File: src/rtl/sample_resizer_pkg.sv
`default_nettype none
// ============================================================================
// Module      : sample_resizer_pkg
// Description : Shared constants, rounding-mode enum and saturation-limit
//               helpers for the sample resizer block.
// Revision    : 1.0 - initial release
// ============================================================================
package sample_resizer_pkg;

    // Width of the clipped-sample counter.
    localparam int SAT_CNT_W = 16;

    // Narrowing mode selected per accepted frame.
    typedef enum logic {
        TRUNC     = 1'b0,
        ROUND_SAT = 1'b1
    } round_mode_t;

    // Largest value representable in a signed field of width w.
    function automatic longint sat_max(input int w);
        return (64'sd1 <<< (w - 1)) - 64'sd1;
    endfunction

    // Smallest value representable in a signed field of width w.
    function automatic longint sat_min(input int w);
        return -(64'sd1 <<< (w - 1));
    endfunction

endpackage
`default_nettype wire

File: src/rtl/sample_resizer_if.sv
`default_nettype none
// ============================================================================
// Module      : sample_resizer_if
// Description : Input and output frame handshakes of the sample resizer.
//               master = frame source / sink side, slave = resizer side.
// Revision    : 1.0 - initial release
// ============================================================================
interface sample_resizer_if #(
    parameter int IN_W     = 24,
    parameter int OUT_W    = 16,
    parameter int CHANNELS = 2
);
    logic                      in_valid;
    logic                      in_ready;
    logic [CHANNELS*IN_W-1:0]  in_data;
    logic                      out_valid;
    logic                      out_ready;
    logic [CHANNELS*OUT_W-1:0] out_data;

    modport master (
        output in_valid, in_data, out_ready,
        input  in_ready, out_valid, out_data
    );

    modport slave (
        input  in_valid, in_data, out_ready,
        output in_ready, out_valid, out_data
    );
endinterface
`default_nettype wire

File: src/rtl/sample_fifo.sv
`default_nettype none
// ============================================================================
// Module      : sample_fifo
// Description : Synchronous FIFO with occupancy counter, registered storage,
//               head entry always visible on o_rdata. Reset is synchronous
//               and active-low and clears the storage as well.
// Revision    : 1.0 - initial release
// ============================================================================
module sample_fifo #(
    parameter int WIDTH = 32,
    parameter int DEPTH = 4
) (
    input  wire logic                     clk,
    input  wire logic                     reset,
    input  wire logic                     i_push,
    input  wire logic                     i_pop,
    input  wire logic [WIDTH-1:0]         i_wdata,
    output logic      [WIDTH-1:0]         o_rdata,
    output logic                          o_full,
    output logic                          o_empty,
    output logic      [$clog2(DEPTH):0]   o_count
);
    localparam int c_aw = $clog2(DEPTH);

    logic [WIDTH-1:0] r_mem [DEPTH];
    logic [c_aw-1:0]  r_wr_ptr;
    logic [c_aw-1:0]  r_rd_ptr;
    logic [c_aw:0]    r_count;
    logic             w_push;
    logic             w_pop;

    // Guard the requests so a careless caller cannot overflow or underflow.
    assign o_full  = (r_count == (c_aw+1)'(DEPTH));
    assign o_empty = (r_count == '0);
    assign w_push  = i_push & ~o_full;
    assign w_pop   = i_pop & ~o_empty;
    assign o_rdata = r_mem[r_rd_ptr];
    assign o_count = r_count;

    // Storage write and flush; pointers wrap naturally since DEPTH is a power of 2.
    always_ff @(posedge clk) begin
        if (!reset) begin
            for (int i = 0; i < DEPTH; i++) begin
                r_mem[i] <= '0;
            end
            r_wr_ptr <= '0;
        end else if (w_push) begin
            r_mem[r_wr_ptr] <= i_wdata;
            r_wr_ptr        <= r_wr_ptr + c_aw'(1);
        end
    end

    // Read pointer and occupancy tracking; push+pop together leaves occupancy unchanged.
    always_ff @(posedge clk) begin
        if (!reset) begin
            r_rd_ptr <= '0;
            r_count  <= '0;
        end else begin
            if (w_pop) begin
                r_rd_ptr <= r_rd_ptr + c_aw'(1);
            end
            case ({w_push, w_pop})
                2'b10:   r_count <= r_count + (c_aw+1)'(1);
                2'b01:   r_count <= r_count - (c_aw+1)'(1);
                default: r_count <= r_count;
            endcase
        end
    end
endmodule
`default_nettype wire

File: src/rtl/sample_resizer.sv
`default_nettype none
// ============================================================================
// Module      : sample_resizer
// Description : Converts packed multi-channel signed samples from IN_W to
//               OUT_W bits (truncate, round-half-up with saturation, or
//               zero-fill widen) at accept time, and buffers the converted
//               frames in an output FIFO. Counts clipped samples.
// Revision    : 1.0 - initial release
// ============================================================================
module sample_resizer
    import sample_resizer_pkg::*;
#(
    parameter int IN_W     = 24,
    parameter int OUT_W    = 16,
    parameter int CHANNELS = 2,
    parameter int DEPTH    = 4
) (
    input  wire logic                 clk,
    input  wire logic                 reset,
    input  wire logic                 enn,
    input  wire logic                 round_en,
    sample_resizer_if.slave           bus,
    output logic      [SAT_CNT_W-1:0] sat_count
);
    localparam int c_fw = CHANNELS * OUT_W;

    logic                     r_active;
    logic [SAT_CNT_W-1:0]     r_sat_count;
    logic [SAT_CNT_W:0]       w_sat_next;
    logic [c_fw-1:0]          w_conv_data;
    logic [CHANNELS-1:0]      w_clip;
    logic                     w_full;
    logic                     w_empty;
    logic                     w_push;
    logic                     w_pop;
    logic [$clog2(DEPTH):0]   w_count;
    round_mode_t              w_mode;

    assign w_mode = round_mode_t'(round_en);

    // Per-channel conversion; clip flags only ever come from the rounding path.
    for (genvar c = 0; c < CHANNELS; c++) begin : g_chan
        logic [IN_W-1:0]  w_x;
        logic [OUT_W-1:0] w_res;
        logic             w_clp;

        assign w_x = bus.in_data[c*IN_W +: IN_W];

        if (OUT_W < IN_W) begin : g_narrow
            localparam int c_s = IN_W - OUT_W;
            localparam logic [IN_W:0] c_half = (IN_W+1)'(1) << (c_s - 1);
            localparam logic signed [OUT_W:0] c_max = (OUT_W+1)'(sat_max(OUT_W));
            localparam logic signed [OUT_W:0] c_min = (OUT_W+1)'(sat_min(OUT_W));

            logic [IN_W:0]         w_sum;
            logic signed [OUT_W:0] w_sh;

            // One guard bit keeps the half-LSB add from wrapping before the clamp.
            assign w_sum = {w_x[IN_W-1], w_x} + c_half;
            assign w_sh  = $signed(w_sum[IN_W:c_s]);

            // Select truncation or rounded-and-clamped result for this channel.
            always_comb begin
                w_res = w_x[IN_W-1:c_s];
                w_clp = 1'b0;
                if (w_mode == ROUND_SAT) begin
                    if (w_sh > c_max) begin
                        w_res = c_max[OUT_W-1:0];
                        w_clp = 1'b1;
                    end else if (w_sh < c_min) begin
                        w_res = c_min[OUT_W-1:0];
                        w_clp = 1'b1;
                    end else begin
                        w_res = w_sh[OUT_W-1:0];
                    end
                end
            end
        end else begin : g_widen
            assign w_res = {w_x, {(OUT_W-IN_W){1'b0}}};
            assign w_clp = 1'b0;
        end

        assign w_conv_data[c*OUT_W +: OUT_W] = enn ? w_res : '0;
        assign w_clip[c] = enn & w_clp;
    end

    assign bus.in_ready  = r_active & ~w_full;
    assign bus.out_valid = ~w_empty;
    assign w_push        = bus.in_valid & bus.in_ready;
    assign w_pop         = bus.out_valid & bus.out_ready;
    assign sat_count     = r_sat_count;

    sample_fifo #(
        .WIDTH (c_fw),
        .DEPTH (DEPTH)
    ) u_fifo (
        .clk     (clk),
        .reset   (reset),
        .i_push  (w_push),
        .i_pop   (w_pop),
        .i_wdata (w_conv_data),
        .o_rdata (bus.out_data),
        .o_full  (w_full),
        .o_empty (w_empty),
        .o_count (w_count)
    );

    // Input side is held off until the cycle after reset is released.
    always_ff @(posedge clk) begin
        r_active <= reset;
    end

    // Candidate clip total for this frame, one extra bit to detect overflow.
    always_comb begin
        w_sat_next = {1'b0, r_sat_count};
        for (int c = 0; c < CHANNELS; c++) begin
            w_sat_next = w_sat_next + (SAT_CNT_W+1)'(w_clip[c]);
        end
    end

    // Saturating clip counter, advanced only by accepted frames.
    always_ff @(posedge clk) begin
        if (!reset) begin
            r_sat_count <= '0;
        end else if (w_push) begin
            r_sat_count <= w_sat_next[SAT_CNT_W] ? '1 : w_sat_next[SAT_CNT_W-1:0];
        end
    end
endmodule
`default_nettype wire

File: src/flat_wrapper.sv
// flat-port wrapper written by rule: the top's interface ports become plain ports
module sample_resizer_flat import sample_resizer_pkg::*;
#(
    parameter int IN_W     = 24,
    parameter int OUT_W    = 16,
    parameter int CHANNELS = 2,
    parameter int DEPTH    = 4
)
  (clk, reset, enn, round_en, sat_count, bus_in_valid, bus_in_data, bus_out_ready, bus_in_ready, bus_out_valid, bus_out_data);
  sample_resizer_if #(.IN_W(IN_W), .OUT_W(OUT_W), .CHANNELS(CHANNELS)) bus_i ();
  input  wire logic clk;
  input  wire logic reset;
  input  wire logic enn;
  input  wire logic round_en;
  output logic      [SAT_CNT_W-1:0] sat_count;
  input wire logic [$bits(bus_i.in_valid)-1:0] bus_in_valid;
  input wire logic [$bits(bus_i.in_data)-1:0] bus_in_data;
  input wire logic [$bits(bus_i.out_ready)-1:0] bus_out_ready;
  output wire logic [$bits(bus_i.in_ready)-1:0] bus_in_ready;
  output wire logic [$bits(bus_i.out_valid)-1:0] bus_out_valid;
  output wire logic [$bits(bus_i.out_data)-1:0] bus_out_data;
  assign bus_i.in_valid = bus_in_valid;
  assign bus_i.in_data = bus_in_data;
  assign bus_i.out_ready = bus_out_ready;
  assign bus_in_ready = bus_i.in_ready;
  assign bus_out_valid = bus_i.out_valid;
  assign bus_out_data = bus_i.out_data;
  sample_resizer #(.IN_W(IN_W), .OUT_W(OUT_W), .CHANNELS(CHANNELS), .DEPTH(DEPTH)) u_core (.clk(clk), .reset(reset), .enn(enn), .round_en(round_en), .bus(bus_i), .sat_count(sat_count));
endmodule
File: config.mk
export PLATFORM = sky130hd
export DESIGN_NAME = sample_resizer_flat
export DESIGN_NICKNAME = d
export VERILOG_FILES = /design/src/rtl/sample_resizer_pkg.sv /design/src/rtl/sample_resizer_if.sv /design/src/rtl/sample_fifo.sv /design/src/rtl/sample_resizer.sv /design/src/flat_wrapper.sv
export SDC_FILE = /design/constraint.sdc
export NUM_CORES = 1
export LEC_CHECK = 0
export ABC_AREA = 1
export CAP_MARGIN = 10
export CORE_MARGIN = 5
export CORE_UTILIZATION = 40
export CTS_BUF_LIST = sky130_fd_sc_hd__clkbuf_2
export CTS_CLUSTER_DIAMETER = 150
export DETAILED_ROUTE_END_ITERATION = 10
export DONT_BUFFER_PORTS = 1
export GPL_TIMING_DRIVEN = 0
export SLEW_MARGIN = 10
export SYNTH_ARGS = -nofsm -noshare
export SYNTH_HDL_FRONTEND = slang
export SYNTH_SLANG_ARGS = --single-unit
File: constraint.sdc
create_clock -name clk -period 4.7 [get_ports clk]
set_input_delay 0.705 -clock clk [delete_from_list [all_inputs] [get_ports clk]]
set_output_delay 0.705 -clock clk [all_outputs]
set_load 0.05 [all_outputs]
### Word level (Yosys, flattened, before mapping)

Memory sizes are Yosys's and may differ from the RTL's. A register that Yosys moved wholly into a read port is not among the register bits.
Cells that the tools add are included.

| cells by class | value |
|---|---|
| equality and inequality tests | 3 |
| bitwise gates (word level) | 9 |
| reduce and logical (&&, ||, !) cells | 3 |
| shift operators | 0 |
| divide/modulo/power cells | 0 |
| $mul | 0 |
| mux-type cells | 25 |
| $add $sub $neg | 8 |
| $lt $le $gt $ge | 4 |

Operators with widths:

| kind | number |
|---|---|
| two-way mux 16 bit | 9 |
| adder 24 x 9 -> 25 bit, second input constant | 2 |
| greater-than comparator 17 x 16 -> 1 bit, second input constant | 2 |
| less-than comparator 17 x 16 -> 1 bit, second input constant | 2 |
| two-way mux 32 bit | 1 |
| OR reduction 32 bit | 1 |
| adder 16 x 1 -> 17 bit | 1 |
| adder 17 x 1 -> 17 bit | 1 |
| two-way mux 1 bit | 11 |
| AND 1 bit | 7 |
| two-way mux 2 bit | 3 |
| case mux 3 bit (2 select lines) | 1 |
| adder 2 x 1 -> 2 bit, second input constant | 2 |
| adder 3 x 1 -> 3 bit, second input constant | 1 |
| equality test 3 bit, second input constant | 1 |
| logical NOT 3 bit | 1 |
| subtractor 3 x 1 -> 3 bit, second input constant | 1 |
| equality test 2 x 1 -> 1 bit, second input constant | 1 |
| equality test 2 bit, second input constant | 1 |
| inverter 1 bit | 2 |
| nonzero test 2 bit | 1 |

| storage, ports and cells | value |
|---|---|
| RAM bits | 128 |
| latch bits | 0 |
| bits in read-only memories | 0 |
| register bits | 24 |
| output and inout bits | 50 |
| memories | 1 |
| word-level logic and storage cells | 58 |

Memory list:

| name | words | width | read ports | clocked after memory_dff | write ports | RTL line | source |
|---|---|---|---|---|---|---|---|
| u_core.u_fifo.r_mem | 4 | 32 | 1 | 1 | 4 | sample_fifo.sv:25 | `logic [WIDTH-1:0] r_mem [DEPTH];` |

### Depth between registers and ports, before layout

Gate-level depths: netlist of the first run.

| depth | value |
|---|---|
| word-level depth | 10 |
| gate-level depth with buffers | 20 |
| depth with buffers taken out | 20 |

### Modules after synthesis

From an unflattened synthesis of the first run, not the netlist that was laid out.

| second synthesis, totals | value |
|---|---|
| cell total of the unflattened synthesis | 1069 |
| area total of the unflattened synthesis | 8994.9 µm² |

By module, submodules not included:

| module | times used | area each (µm²) | cells each |
|---|---|---|---|
| sample_fifo | 1 | 6236.0 | 584 |
| sample_resizer | 1 | 2758.9 | 485 |

### Worst setup path after synthesis of the first run

OpenSTA, ideal clock, no wires.

| path | value |
|---|---|
| path kind | input port to flip-flop |
| start | input reset |
| end | memory u_core.u_fifo.r_mem[3][0] (enable) |
| slack | 0.769 ns |
| required time | 4.239 ns |
| path buffers | 1 |
| arrival | 3.470 ns |
| setup time | 0.461 ns |
| stages | 6 |
| path through | clkbuf_1 -> inv_2 -> nor2_8 -> inv_2 -> nor2_4 -> nor3_1 |

RTL lines:

| element | RTL line | source |
|---|---|---|
| start, declared | flat_wrapper.sv:12 | `input wire logic reset;` |
| end, declared | sample_fifo.sv:25 |  |

==> results.md, run 1 <==
* Cell Int Power at 2.006 mW
* Total track usage at 0.1874
* Yosys top cell area share at 0.4525
* Max-slew violations at 0
* Wire per inst at 17.18 um
* Clock power frac at 0.222
* Placed cells at 1269
* Critical path type: flop to output pin
* Post-Route Skew at 0.04005 ns
* Multi-input gate area at 3516 sq um
* Fillers at 2124
* Fin. Hold Viols at 0
* Critical path required time at 3.99 ns
* Dpl hpwl at 16310 um
* Ys Warns at 0
* Post-DRT Antenna Nets at 0
* Layout area overhead at 8.234%
* Number of iterations in the first detailed-routing pass at 5
* Max stage delay on crit path at 0.95 ns
* # DRC at 0
* Power, Total at 3.431 mW
* Share of power burned in registers at 0.463
* H-tree levels at 4
* Mapped Avg Cell Area at 8.598 sq um
* Initial core utilization at 0.4054
* Final wirelength at 22390 um
* Synthesis-stage register bit count at 154
* Crit path max-delay family: compound AO/OA/AOI/OAI gates
* Worst skew pair latency at 0.74 ns
* Number of synthesized flops with an enable pin at 128
* Worst-path clk slew at 0.26 ns
* Sw Pwr at 1.425 mW
* Starting DRC count in detailed routing at 549
* Final Setup Violations at 0
* First-pass GRT wire length at 35310 um
* Maximum vdd drop at 0.1700 mV
* Post-synth top cells: 219 x nor2_1, 131 x nand2_1, 128 x edfxtp_1, 95 x inv_1, 79 x o21ai_0
* Largest net degree at the start of global routing at 33
* Area contributors post-synth: edfxtp_1 45%, nor2_1 9.7%, dfxtp_1 6.1%
* Vias/cell at 5.099
* Arr. time, crit path at 3.08 ns
* Cells after synthesis at 988
* Outcome: complete, no violations
* Min cycle time layout at 3.783 ns
* Hold Crit Class: primary input to flop
* Initial antenna violation count at 1
* Num rows at 53
* Post-CTS setup buffers at 0
* Post-synthesis sequential area ratio at 0.5138
* MaxCap Viol Count at 0
* Worst hold slack at 0.1728 ns
* Final setup TNS at 0 ns
* Cell taking the most area after synthesis: edfxtp_1
* Netlist cell types at 37
* Slowest CP cell: o22ai_1
* CP most frequent cell: clkbuf_1
* Die Area at 24250 sq um
* Syn_nets at 1048
* Clock Sinks at 154
* Main synth FF type: edfxtp_1
* Worst Setup End Kind: output pin
* FF+latch area at 4364 sq um
* CP max FO at 10
* Core Area at 20960 sq um
* Worst-path cell chain: clkbuf_1 > clkinv_1 > clkbuf_1 > o21ai_0 > o22ai_1
* Vias in the first global route at 6312
* Die H at 155.7 um
* P per Cell Area at 373.2 nW/um^2
* Num CTS Buffers at 17
* Tcrit/Tclk final at 0.8048
* Worst slew margin at 0.1744
* Gr ovfl total at 0
* Sw frac at 0.4153
* Max Fclk at 0.2644 GHz
* Layout cells sized above 1 at 0.1334
* Via count at 6644
* Die width at 155.7 um
* CTS tree: done
* Net total in the final layout at 1074
* Cell with the most instances after synthesis: nor2_1
* Gpl congestion at 0.8738
* Critical Path Source Type: flop
* Static leakage at 3.722 nW
* Clk root buf: clkbuf_2
* Synth Cell Area at 8494 sq um
* Layout Cells excl Fill at 1303
* Comb pwr share at 0.315
* CP Buf/Inv Count at 3
* Worst Max-Slew Pin Slew at 1.257 ns
* Async S/R FF share, synth at 0
* Max Root-Sink Buffers at 2
* Top Ports at 104
* I/O Buffers at 0
* RSZ-0062 raised after global routing: false
==> stage by stage <==
step / util / area, sq um / setup WS (ns)
global route: 0.4387 / 9194 / 0.6669
finish: 0.4387 / 9194 / 0.9173
global placement: 0.4218 / 8838 / -1.488
CTS: 0.4386 / 9191 / 0.7801
floorplan: - / 8494 / 0.7691
detailed placement: 0.4268 / 8944 / 0.6450
==> power by group through the flow <==
stage                     combinational (mW)  sequential [mW]  clock, mW
final                                   1.08             1.59      0.763
after global routing                    1.16             1.60      0.837
after CTS                               1.10             1.59      0.777
after detailed placement                1.10             1.62          0
after global placement                  1.08             1.62          0
after floorplan                        0.872             1.62          0
==> layout by cell type (no fill, tap or decap), types with 5 or more instances in the layout <==
cell type | netlist | layout
a21oi_1 | 38 | 38
buf_2 | 6 | 6
nand3_1 | 49 | 49
edfxtp_1 | 128 | 128
clkbuf_2 | 0 | 19
nand4_1 | 12 | 12
clkbuf_1 | 25 | 25
nor2_2 | 5 | 5
dfxtp_1 | 26 | 26
xor2_1 | 27 | 27
buf_6 | 10 | 14
inv_2 | 6 | 6
nand2_1 | 131 | 128
nand2_2 | 31 | 34
nand3_2 | 21 | 21
inv_1 | 95 | 95
o21ai_0 | 79 | 79
nor2_1 | 219 | 219
o22ai_1 | 32 | 32
nor3_1 | 13 | 12
==> layer usage <==
metal / GRT usage / wire (um) / up-vias
met2: 0.3068 / 10940 / 176
met3: 0.05354 / 1580 / 21
met1: 0.2452 / 9544 / 3110
li1: - / - / 3337
met5: 0 / 0 / -
met4: 0.05044 / 324 / 0
==> repair_timing <==
item	CTS	global route
hold buffers	1	0
endpoints found under the hold margin	1	0
gates resized for setup	0	0
==> path summary, 6_finish.rpt <==
kind | start | end | slack, ns | cells after the start
worst max-delay path | flop | bus_out_data[30] | 0.92 | 5
worst min-delay path | bus_in_valid | u_core.sat_count[15] | 0.17 | 3
worst max register to register | u_core.sat_count[0] | u_core.sat_count[2] | 1.79 | 10
worst min register to register | u_core.u_fifo.r_rd_ptr[1] | u_core.u_fifo.r_rd_ptr[1] | 0.50 | 2
==> flip-flops by register name, summed over array words and instances, names as in the netlist, named ones only <==
signal	count
u_core.sat_count	16
u_core.u_fifo.r_rd_ptr	2
u_core.u_fifo.o_count	3
u_core.r_active	1
u_core.u_fifo.r_mem	128
u_core.u_fifo.r_wr_ptr	2
==> worst min-delay path, cell delays in order <==
cell and delay, ns:
nand2_4 0.08, nand2_1 0.07, a21oi_1 0.06
==> final cells by class <==
| class | count | area share |
|---|---|---|
| flip-flops and latches | 154 | 0.4747 |
| multi-input cells | 689 | 0.3824 |
| inverters | 102 | 0.04164 |
| well taps | 275 | 0.03743 |
| plain buffers | 43 | 0.02654 |
| clock inverters | 13 | 0.01551 |
| repair buffers | 7 | 0.01116 |
| clock buffers | 19 | 0.01034 |
| diodes | 1 | 0.0002722 |
==> cells by family after synthesis <==
| kind of cell | Yosys count | synth area share |
|---|---|---|
| simple gates | 499 | 0.2729 |
| compound gates | 155 | 0.09898 |
| flops | 154 | 0.5138 |
| buf+inv | 145 | 0.07380 |
| xor+xnor | 29 | 0.02990 |
| fa+ha+maj | 6 | 0.01061 |
Power figures use the tool's default switching activity.
==> run 2, diff against run 1 <==
- clock period: 4.7 -> 3.7 ns (I/O delays scaled with it)
==> results.md, run 2 (synthesis results as in run 1) <==
* Fillers at 2119 (was 2124)
* Hold path start: bus_out_ready (was bus_in_valid)
* Die Area at 24250 sq um (unchanged)
* Largest net degree at the start of global routing at 26 (was 33)
* Wire per inst at 17.48 um (was 17.18 um)
* Initial core utilization at 0.4054 (unchanged)
* Core Area at 20960 sq um (unchanged)
* Fin worst setup slack at 0.3360 ns (was 0.9173 ns)
* Post-DRT Antenna Nets at 0 (unchanged)
* Hold EP: u_core.u_fifo.r_rd_ptr[0] (was u_core.sat_count[15])
* Initial antenna violation count at 1 (unchanged)
* Top Ports at 104 (unchanged)
* Static leakage at 3.782 nW (was 3.722 nW)
* Max Root-Sink Buffers at 2 (unchanged)
* CP most frequent cell: clkbuf_1 (unchanged)
* Die width at 155.7 um (unchanged)
* Gr ovfl total at 0 (unchanged)
* Die H at 155.7 um (unchanged)
* Slowest CP cell: o22ai_2 (was o22ai_1)
* Most common cell after layout, fill and taps aside: nor2_1 (unchanged)
* Max stage delay on crit path at 0.61 ns (was 0.95 ns)
* Most frequent cells in the layout: 219 x nor2_1, 128 x nand2_1, 128 x edfxtp_1 (unchanged)
* Met3 wire length at 1356 um (was 1580 um)
* Dpl hpwl at 16540 um (was 16310 um)
* Worst Max-Slew Pin Slew at 0.8495 ns (was 1.257 ns)
* Min cycle time layout at 3.364 ns
* Reg2reg end: u_core.sat_count[3] (was u_core.sat_count[2])
* Critical Path Source Type: flop (unchanged)
* RR Startpoint: u_core.sat_count[0] (unchanged)
* Dpl ws at -0.1604 ns (was 0.6450 ns)
* RSZ-0062 raised after global routing: false (unchanged)
* Hold depth at 3 (unchanged)
* I/O Buffers at 0 (unchanged)
* Max FFs per register at 128 (unchanged)
* First-pass GRT wire length at 35450 um (was 35310 um)
* Met2 wire length at 11290 um (was 10940 um)
* Final Setup Violations at 0 (unchanged)
* CTS tree: done (unchanged)
* Num CTS Buffers at 17 (unchanged)
* H-tree levels at 4 (unchanged)
* Power, Total at 4.357 mW (was 3.431 mW)
* Outcome: complete, no violations (unchanged)
* Worst-path cell chain: clkbuf_1 > clkinv_1 > clkbuf_1 > nor2_1 > o22ai_2 (was clkbuf_1 > clkinv_1 > clkbuf_1 > o21ai_0 > o22ai_1)
* Arr. time, crit path at 2.81 ns (was 3.08 ns)
* Worst Setup End Kind: output pin (unchanged)
* Multi-input gate area at 3722 sq um (was 3516 sq um)
* Layout cells sized above 1 at 0.1636 (was 0.1334)
* R2r setup slk at 0.81 ns (was 1.79 ns)
* Critical path type: flop to output pin (unchanged)
* Worst-path clk slew at 0.24 ns (was 0.26 ns)
* P per Cell Area at 465.2 nW/um^2 (was 373.2 nW/um^2)
* # DRC at 0 (unchanged)
* Clk root buf: clkbuf_2 (unchanged)
* Max Fclk at 0.2973 GHz
* Vias in the first global route at 6340 (was 6312)
* Tcrit/Tclk final at 0.9092
* Maximum vdd drop at 0.1714 mV (was 0.1700 mV)
* Via count at 6676 (was 6644)
* Layout area overhead at 10.25% (was 8.234%)
* Fin. Hold Viols at 0 (unchanged)
* Critical path required time at 3.14 ns (was 3.99 ns)
* Num rows at 53 (unchanged)
* Vias/cell at 5.124 (was 5.099)
* Post-CTS setup buffers at 0 (unchanged)
* CP max FO at 10 (unchanged)
* Met1 WL at 9878 um (was 9544 um)
* Final wirelength at 22780 um (was 22390 um)
* Top reg by flops: u_core.u_fifo.r_mem (unchanged)
* Worst skew pair latency at 0.72 ns (was 0.74 ns)
* FF+latch area at 4364 sq um (unchanged)
* Gpl congestion at 0.8661 (was 0.8738)
* Total track usage at 0.1879 (was 0.1874)
* Top Metal Used: met4 (unchanged)
* MaxCap Viol Count at 0 (unchanged)
* Reg2Reg Depth at 10 (unchanged)
* Worst slew margin at 0.4318 (was 0.1744)
* Clock Sinks at 154 (unchanged)
* Starting DRC count in detailed routing at 622 (was 549)
* Net total in the final layout at 1074 (unchanged)
* Post-Route Skew at 0.02847 ns (was 0.04005 ns)
* Hold Crit Class: primary input to flop (unchanged)
* Max-slew violations at 0 (unchanged)
* Number of iterations in the first detailed-routing pass at 4 (was 5)
run 2: worst max-delay path by stage:
| stage | startpoint | end | slack [ns] | cells past startpoint |
|---|---|---|---|---|
| floorplan | bus_in_data[31] | u_core.sat_count[8] | 0.52 | 19 |
| global placement | u_core.u_fifo.o_count[1] | u_core.u_fifo.r_mem[3][6] | -0.44 | 6 |
| global route | flop | bus_out_data[15] | 0.08 | 5 |
| detailed placement | bus_in_data[31] | u_core.sat_count[3] | -0.16 | 19 |
| CTS | flop | bus_out_data[22] | 0.0005 | 5 |
| finish | flop | bus_out_data[30] | 0.34 | 5 |
run 2: timing repair:
| action | in CTS | in global routing |
|---|---|---|
| setup endpoints to repair | 4 | 28 |
| endpoints found under the hold margin | 6 | 0 |
| resized for setup | 4 | 28 |
| hold buffers | 2 | 0 |
run 2: layout make-up:
type	instances	share of cell area
Buffer	43	0.02605
Multi-Input combinational cell	689	0.3975
Tap cell	275	0.03674
Clock inverter	15	0.01216
Clock buffer	17	0.009085
Timing Repair Buffer	7	0.01136
Antenna cell	1	0.0002672
Sequential cell	154	0.4660
Inverter	102	0.04088
run 2: through the flow:
stage | hold WS [ns] | util | cells | setup TNS, ns | instance area, sq um
2_1_floorplan | 0.4364 | - | 988 | 0 | 8499
3_5_place_dp | 0.4631 | 0.4268 | 1268 | -1.302 | 8944
5_1_grt | 0.08480 | 0.4469 | 1303 | 0 | 9365
3_3_place_gp | 0.4513 | 0.4220 | 1263 | -14.72 | 8843
6_report | 0.1275 | 0.4469 | 1303 | 0 | 9365
4_1_cts | 0.05983 | 0.4384 | 1302 | 0 | 9188
run 2: report_power, final:
group | total (mW) | internal, mW | switching, mW
Sequential | 2.02 | 1.98 | 0.0355
Combinational | 1.49 | 0.302 | 1.18
Clock | 0.851 | 0.188 | 0.663
run 2: routing by layer:
metal | global-route usage | up-vias
li1 | - | 3343
met1 | 0.2436 | 3162
met2 | 0.3202 | 152
met3 | 0.04605 | 19
met4 | 0.04252 | 0
met5 | 0 | -
run 2: worst max-delay path: cells and delay by family, from the launching register on:
kind | cells | cell delay (ns)
buf+inv | 3 | 0.98
compound gates | 1 | 0.61
flops | 1 | 0.37
simple gates | 1 | 0.12
